--- config.mk ---
export PLATFORM = sky130hd
export DESIGN_NAME = btn_port
export DESIGN_NICKNAME = d
export VERILOG_FILES = /design/src/rtl/btn_port.sv
export SDC_FILE = /design/constraint.sdc
export NUM_CORES = 1
export LEC_CHECK = 0
export ABC_AREA = 0
export BUFFER_PORTS_ARGS = -buffer_cell sky130_fd_sc_hd__clkbuf_2
export CAP_MARGIN = 5
export CORE_MARGIN = 3
export CORE_UTILIZATION = 52
export CTS_CLUSTER_DIAMETER = 120
export CTS_CLUSTER_SIZE = 25
export DETAILED_ROUTE_END_ITERATION = 16
export PLACE_DENSITY = 0.71
export SLEW_MARGIN = 0
export SYNTH_ARGS = -nofsm -noshare
export SYNTH_HDL_FRONTEND = slang
export SYNTH_SLANG_ARGS = --single-unit
--- constraint.sdc ---
create_clock -name clk -period 4.75 [get_ports clk]
set_input_delay 0.95 -clock clk [delete_from_list [all_inputs] [get_ports clk]]
set_output_delay 0.95 -clock clk [all_outputs]
set_load 0.01 [all_outputs]
--- src/rtl/btn_port.sv ---
// Button/switch input port: per-bit 2-flop sync, tick-based 3-sample debounce,
// sticky edge flags with W1C clear, interrupt mask and a small register window.
module btn_port #(
  parameter int WIDTH   = 32,
  parameter int DEB_DIV = 16
) (
  input  logic             clk,
  input  logic             reset,
  input  logic [WIDTH-1:0] pins,
  input  logic             cs,
  input  logic             wen,
  input  logic [1:0]       addr,
  input  logic [WIDTH-1:0] wdata,
  output logic [WIDTH-1:0] rdata,
  output logic             irq
);

  localparam int               CNT_W    = $clog2(DEB_DIV);
  localparam logic [CNT_W-1:0] CNT_LAST = CNT_W'(DEB_DIV - 1);

  typedef enum logic [1:0] {
    ADDR_STATE = 2'd0,
    ADDR_RISE  = 2'd1,
    ADDR_FALL  = 2'd2,
    ADDR_MASK  = 2'd3
  } reg_sel_e;

  logic [WIDTH-1:0] sync1_q, sync2_q;
  logic [CNT_W-1:0] cnt_q, cnt_d;
  logic             tick, tick_q;
  logic [WIDTH-1:0] hist0_q, hist1_q, hist2_q;
  logic [WIDTH-1:0] state_q, state_d;
  logic [WIDTH-1:0] rise_q, rise_d, fall_q, fall_d;
  logic [WIDTH-1:0] mask_q, mask_d;
  logic [WIDTH-1:0] stable, rise_clr, fall_clr;
  logic             irq_q, irq_d;
  logic             wr_en;
  reg_sel_e         sel;

  assign sel   = reg_sel_e'(addr);
  assign wr_en = cs & wen;
  assign tick  = (cnt_q == CNT_LAST);

  always_comb begin
    // NOTE: every signal gets a default before any branch so no latch is inferred.
    cnt_d    = tick ? '0 : cnt_q + CNT_W'(1);
    rise_clr = '0;
    fall_clr = '0;
    mask_d   = mask_q;
    state_d  = state_q;

    // History is evaluated the cycle after the tick that shifted it in.
    stable = ~(hist0_q ^ hist1_q) & ~(hist1_q ^ hist2_q);
    if (tick_q) begin
      state_d = (stable & hist0_q) | (~stable & state_q);
    end

    if (wr_en) begin
      case (sel)
        ADDR_STATE: ;
        ADDR_RISE:  rise_clr = wdata;
        ADDR_FALL:  fall_clr = wdata;
        ADDR_MASK:  mask_d   = wdata;
        default:    ;
      endcase
    end

    // Set terms are OR-ed after the clear so a simultaneous edge wins.
    rise_d = (rise_q & ~rise_clr) | (state_d & ~state_q);
    fall_d = (fall_q & ~fall_clr) | (~state_d & state_q);
    irq_d  = |((rise_q | fall_q) & mask_q);
  end

  always_ff @(posedge clk) begin
    // NOTE: non-blocking assignments so every register samples pre-edge values.
    if (!reset) begin
      sync1_q <= '0;
      sync2_q <= '0;
      cnt_q   <= '0;
      tick_q  <= 1'b0;
      hist0_q <= '0;
      hist1_q <= '0;
      hist2_q <= '0;
      state_q <= '0;
      rise_q  <= '0;
      fall_q  <= '0;
      mask_q  <= '0;
      irq_q   <= 1'b0;
    end else begin
      sync1_q <= pins;
      sync2_q <= sync1_q;
      cnt_q   <= cnt_d;
      tick_q  <= tick;
      if (tick) begin
        hist2_q <= hist1_q;
        hist1_q <= hist0_q;
        hist0_q <= sync2_q;
      end
      state_q <= state_d;
      rise_q  <= rise_d;
      fall_q  <= fall_d;
      mask_q  <= mask_d;
      irq_q   <= irq_d;
    end
  end

  always_comb begin
    rdata = '0;
    if (cs && !wen) begin
      case (sel)
        ADDR_STATE: rdata = state_q;
        ADDR_RISE:  rdata = rise_q;
        ADDR_FALL:  rdata = fall_q;
        ADDR_MASK:  rdata = mask_q;
        default:    rdata = '0;
      endcase
    end
  end

  assign irq = irq_q;

endmodule
==> results of run 1 <==
-- power breakdown --
part | switching, mW | internal, mW | total, mW
registers | 0.0112 | 2.50 | 2.51
logic | 0.102 | 0.0597 | 0.162
clock network | 0.732 | 0.573 | 1.30
total | 0.845 | 3.13 | 3.97
-- Yosys cell counts, types with 2 or more instances --
| cell type | count |
|---|---|
| a211oi_1 | 32 |
| nand2_1 | 129 |
| dfxtp_1 | 294 |
| and4b_1 | 2 |
| nor4b_1 | 32 |
| buf_4 | 3 |
| buf_6 | 7 |
| nor2b_1 | 32 |
| clkbuf_1 | 42 |
| nor2_1 | 99 |
| a22oi_1 | 32 |
| a21oi_1 | 65 |
| and2_1 | 65 |
| nor4_1 | 2 |
| nand4_1 | 41 |
| buf_2 | 23 |
| inv_1 | 32 |
| a22o_1 | 96 |
| o21ai_0 | 32 |
| mux4_2 | 32 |
-- logic make-up (layout without fill, tap and decap cells) --
logic type	after synthesis	after routing	synth area share [%]
mux	32	32	6.542
simple gates	408	408	18.83
flops	294	294	53.43
buf+inv	108	163	4.521
xor+xnor	2	2	0.1590
fa+ha+maj	1	1	0.1136
compound gates	257	257	16.40
-- metrics by stage --
stage / util [%] / setup WS (ps) / total power [mW] / hold slack, ps / instances
6_report: 58.49 / 1141 / 3.974 / 437.7 / 1427
5_1_grt: 58.49 / 981.0 / 4.119 / 451.6 / 1427
4_1_cts: 58.49 / 1078 / 4.019 / 439.2 / 1427
3_5_place_dp: 56.61 / 1081 / 2.729 / 416.9 / 1411
3_3_place_gp: 56.61 / 1135 / 2.726 / 414.1 / 1411
2_1_floorplan: - / 1827 / 2.664 / 411.9 / 1102
-- layout make-up --
type	instances	area, um^2
Multi-Input combinational cell	700	4639
Timing Repair Buffer	114	613.1
Sequential cell	294	5887
Fill cell	1778	8508
Tap cell	270	337.8
Clock buffer	15	375.4
Inverter	33	125.1
Clock inverter	1	8.758
-- sequential cells by signal, summed over array words and instances, names as in the netlist --
| name | flops |
|---|---|
| fall_q | 32 |
| hist0_q | 32 |
| hist1_q | 32 |
| hist2_q | 32 |
| mask_q | 32 |
| rise_q | 32 |
| state_q | 32 |
| sync1_q | 32 |
| sync2_q | 32 |
| cnt_q | 4 |
| irq | 1 |
| tick_q | 1 |
-- worst paths after layout --
check               from           to  slack [ps]  cells after the start
max reg2reg       tick_q   fall_q[10]        2770                      4
min          sync1_q[19]  sync2_q[19]         440                      1
min reg2reg  sync1_q[19]  sync2_q[19]         440                      1
max              addr[0]     rdata[9]        1140                      5
-- metal layers --
metal | part of all wire [%] | up-vias | GRT usage, %
met5 | 0 | - | 0
met1 | 48 | 3913 | 32.93
met2 | 43 | 279 | 31.65
met3 | 7.7 | 29 | 3.510
li1 | - | 4012 | -
met4 | 1.5 | 0 | 4.447
-- critical path, cell delays in order --
cell      delay, ps
clkbuf_2        490
buf_4           400
mux4_2          550
nor2b_1         140
clkbuf_2        120
==> qor.txt, run 1 <==
Status = finished clean
Vias in the first global route = 7372
Chip Width = 151.5 um
Worst-Margin Slew = 1130 ps
Total I/O pin count = 103
Sequential area share after synthesis = 53.43%
Leakage power = 4.426 nW
Layout cells sized above 1 = 14.43%
Hold_buf cts = 0
First-pass GRT wire length = 39390 um
Nets@finish = 1229
Full die area = 0.02297 mm^2
Post-synth cell types = 30
Syn. warnings = 0
CTS max path bufs = 3
# Max-Cap Violations = 0
Gr usage total = 21.34%
Grt ovf = 0
Slew Limit Headroom = 24.67%
CTS tree = yes
HPWL after detailed placement = 16260 um
Worst skew pair latency = 480 ps
Commonest non-fill, non-tap cell in the layout = dfxtp_1
FF+latch count, synth = 294
Residual DRC = 0
Largest net degree at the start of global routing = 131
Nature of the critical path startpoint = input port
Site Rows = 52
Final Max Slew Viols = 0
H-Tree Depth = 1
Core area = 0.02049 mm^2
CP Class = in2out
TritonRoute pass-1 iters = 5
Area after DPL = 0.01160 mm^2
Nature of the critical path endpoint = primary output
Via density per instance = 5.769
Starting Density = 53.75%
Hold violation count in the final report = 0
Root Driver = clkbuf_16
Chip Height = 151.5 um
CTS resizes = 0
Syn Inst Count = 1102
Avg WL per Cell = 17.40 um
Power density cells = 331.5 mW/mm^2
Via Count = 8233
Most frequent cells in the layout = 293 x dfxtp_1, 129 x nand2_1, 102 x clkbuf_2
Post-Route WL = 24840 um
Clk pin slew, worst setup/hold paths = 90 ps
Num CTS Buffers = 15
Max VDD drop = 225.8 uV
Post-synth top flop = dfxtp_1
Synthesis-to-finish area growth = 8.814%
GPL Wtd Cong = 0.8310
Post-CTS Setup Inserts = 0
Top cells by area, synth = dfxtp_1 53%, a22o_1 7.6%, mux4_2 6.5%
Maximum clock frequency = 0.2771 GHz
Fin Setup TNS = 0 ps
RSZ-0062 raised after global routing = false
Worst Path Max Fanout = 16
Crit path DAT = 2660 ps
Initial antenna violation count = 0
Tcrit/Tclk final = 75.99%
Mapped Area = 0.01102 mm^2
Hold Crit Class = reg2reg
Worst Path Required = 3800 ps
Minimum clock period = 3609 ps
Syn avg cell area = 9.996 um^2
Post-synth top area share = 53.43%
Layout Skew = 10.55 ps
Final ANT Viol Nets = 0
N_diodes = 0
Final setup fails = 0
Async S/R FF share, synth = 0%
Syn_nets = 1173
# port buffers = 102
Iteration-0 DRC Markers = 549
Final instance area = 0.01199 mm^2
Post-synth top area cell = dfxtp_1
CTS Sinks = 294
Post-synth EDFFs = 0
No activity file was read; power rests on OpenSTA's default activity.
==> run 2, diff against run 1 <==
==> constraint.sdc (replaced) <==
create_clock -name clk -period 3.68 [get_ports clk]
set_input_delay 0.736 -clock clk [delete_from_list [all_inputs] [get_ports clk]]
set_output_delay 0.736 -clock clk [all_outputs]
set_load 0.01 [all_outputs]
==> qor.txt, run 2 (synthesized netlist as in run 1, its figures left out) <==
Minimum clock period = 3035 ps
Nature of the critical path endpoint = primary output
Initial antenna violation count = 0
Storage element area = 0.005887 mm^2
Fin Setup TNS = 0 ps
Crit path DAT = 2300 ps
Status = finished clean
Switching Fraction = 21.30%
Multi-input gate area = 0.004639 mm^2
Gr usage total = 21.40%
Synthesis-to-finish area growth = 8.996%
Post-Route WL = 24700 um
Site Rows = 52
Layout Skew = 12.01 ps
Total chip power = 5.134 mW
Tcrit/Tclk final = 82.46%
Num CTS Buffers = 15
Final Max Slew Viols = 0
# port buffers = 102
Vias in the first global route = 7370
Leakage power = 4.435 nW
Largest net degree at the start of global routing = 102
Root Driver = clkbuf_16
HPWL after detailed placement = 16160 um
First-pass GRT wire length = 39520 um
Avg WL per Cell = 17.30 um
Core area = 0.02049 mm^2
Full die area = 0.02297 mm^2
H-Tree Depth = 1
N_diodes = 0
CTS Sinks = 294
Chip Width = 151.5 um
Maximum clock frequency = 0.3295 GHz
Worst skew pair latency = 480 ps
Post-CTS Setup Inserts = 0
Int Power = 4.040 mW
Max VDD drop = 278.9 uV
Layout cells sized above 1 = 14.51%
Final setup fails = 0
Grt ovf = 0
Worst-Margin Slew = 1122 ps
Area after DPL = 0.01162 mm^2
Final ANT Viol Nets = 0
Slew Limit Headroom = 25.18%
Hold violation count in the final report = 0
Via Count = 8218
Hold Crit Class = reg2reg
Commonest non-fill, non-tap cell in the layout = dfxtp_1
CTS resizes = 0
Worst Path Max Fanout = 33
Hold_buf cts = 0
Starting Density = 53.75%
CTS max path bufs = 3
GPL Wtd Cong = 0.8071
P_sw = 1.094 mW
RSZ-0062 raised after global routing = false
Finished Core Util = 58.58%
Clk pin slew, worst setup/hold paths = 90 ps
Worst Path Required = 2940 ps
Filler cell count in the final layout = 1787
CTS tree = yes
Residual DRC = 0
Flop pwr share = 63.0%
Power density cells = 427.6 mW/mm^2
Total I/O pin count = 103
Iteration-0 DRC Markers = 655
Chip Height = 151.5 um
Final instance area = 0.01201 mm^2
CP Class = in2out
Most frequent cells in the layout = 293 x dfxtp_1, 129 x nand2_1, 102 x clkbuf_2
Nets@finish = 1230
TritonRoute pass-1 iters = 5
# Max-Cap Violations = 0
Logic pwr share = 4.1%
Via density per instance = 5.755
Clock power share = 32.8%
Nature of the critical path startpoint = input port
[run 2: final timing paths]
path	start	end	slack [ps]	cells after the start
worst min register to register	sync1_q[24]	sync2_q[24]	440	1
worst max-delay path	addr[1]	rdata[26]	650	4
worst max register to register	cnt_q[0]	hist1_q[24]	1370	5
worst min-delay path	sync1_q[24]	sync2_q[24]	440	1
[run 2: per-stage QoR]
step | setup WS, ps | hold WS, ps | instances
2_1_floorplan | 1185 | 411.9 | 1102
3_3_place_gp | 699.5 | 416.5 | 1412
3_5_place_dp | 681.5 | 416.9 | 1412
4_1_cts | 670.5 | 439.9 | 1428
5_1_grt | 597.3 | 443.7 | 1428
6_report | 645.4 | 440.2 | 1428
[run 2: power groups by stage]
stage | Combinational (mW) | Sequential (mW) | Clock, mW
global placement | 0.212 | 3.31 | 0
finish | 0.213 | 3.24 | 1.69
floorplan | 0.133 | 3.31 | 0
CTS | 0.215 | 3.24 | 1.73
detailed placement | 0.214 | 3.31 | 0
global route | 0.234 | 3.24 | 1.84
[run 2: metal layers]
layer	vias to the layer above	routed length, um	global-route usage (%)	part of all wire (%)
met2	281	10560	32.01	43
met4	0	463	5.031	1.9
met5	-	0	0	0
met3	27	1866	2.945	7.6
met1	3873	11810	32.95	48
li1	4037	-	-	-
[run 2: layout make-up]
cell class,instances,share of cell area (%)
Clock inverter,1,0.07295
Clock buffer,15,3.126
Timing Repair Buffer,115,5.273
Inverter,33,1.042
Tap cell,270,2.814
Multi-Input combinational cell,700,38.64
Sequential cell,294,49.03
[run 2: critical path, stage by stage]
cell      delay [ps]
clkbuf_2         780
mux4_2           470
nor2b_1          160
clkbuf_2         140
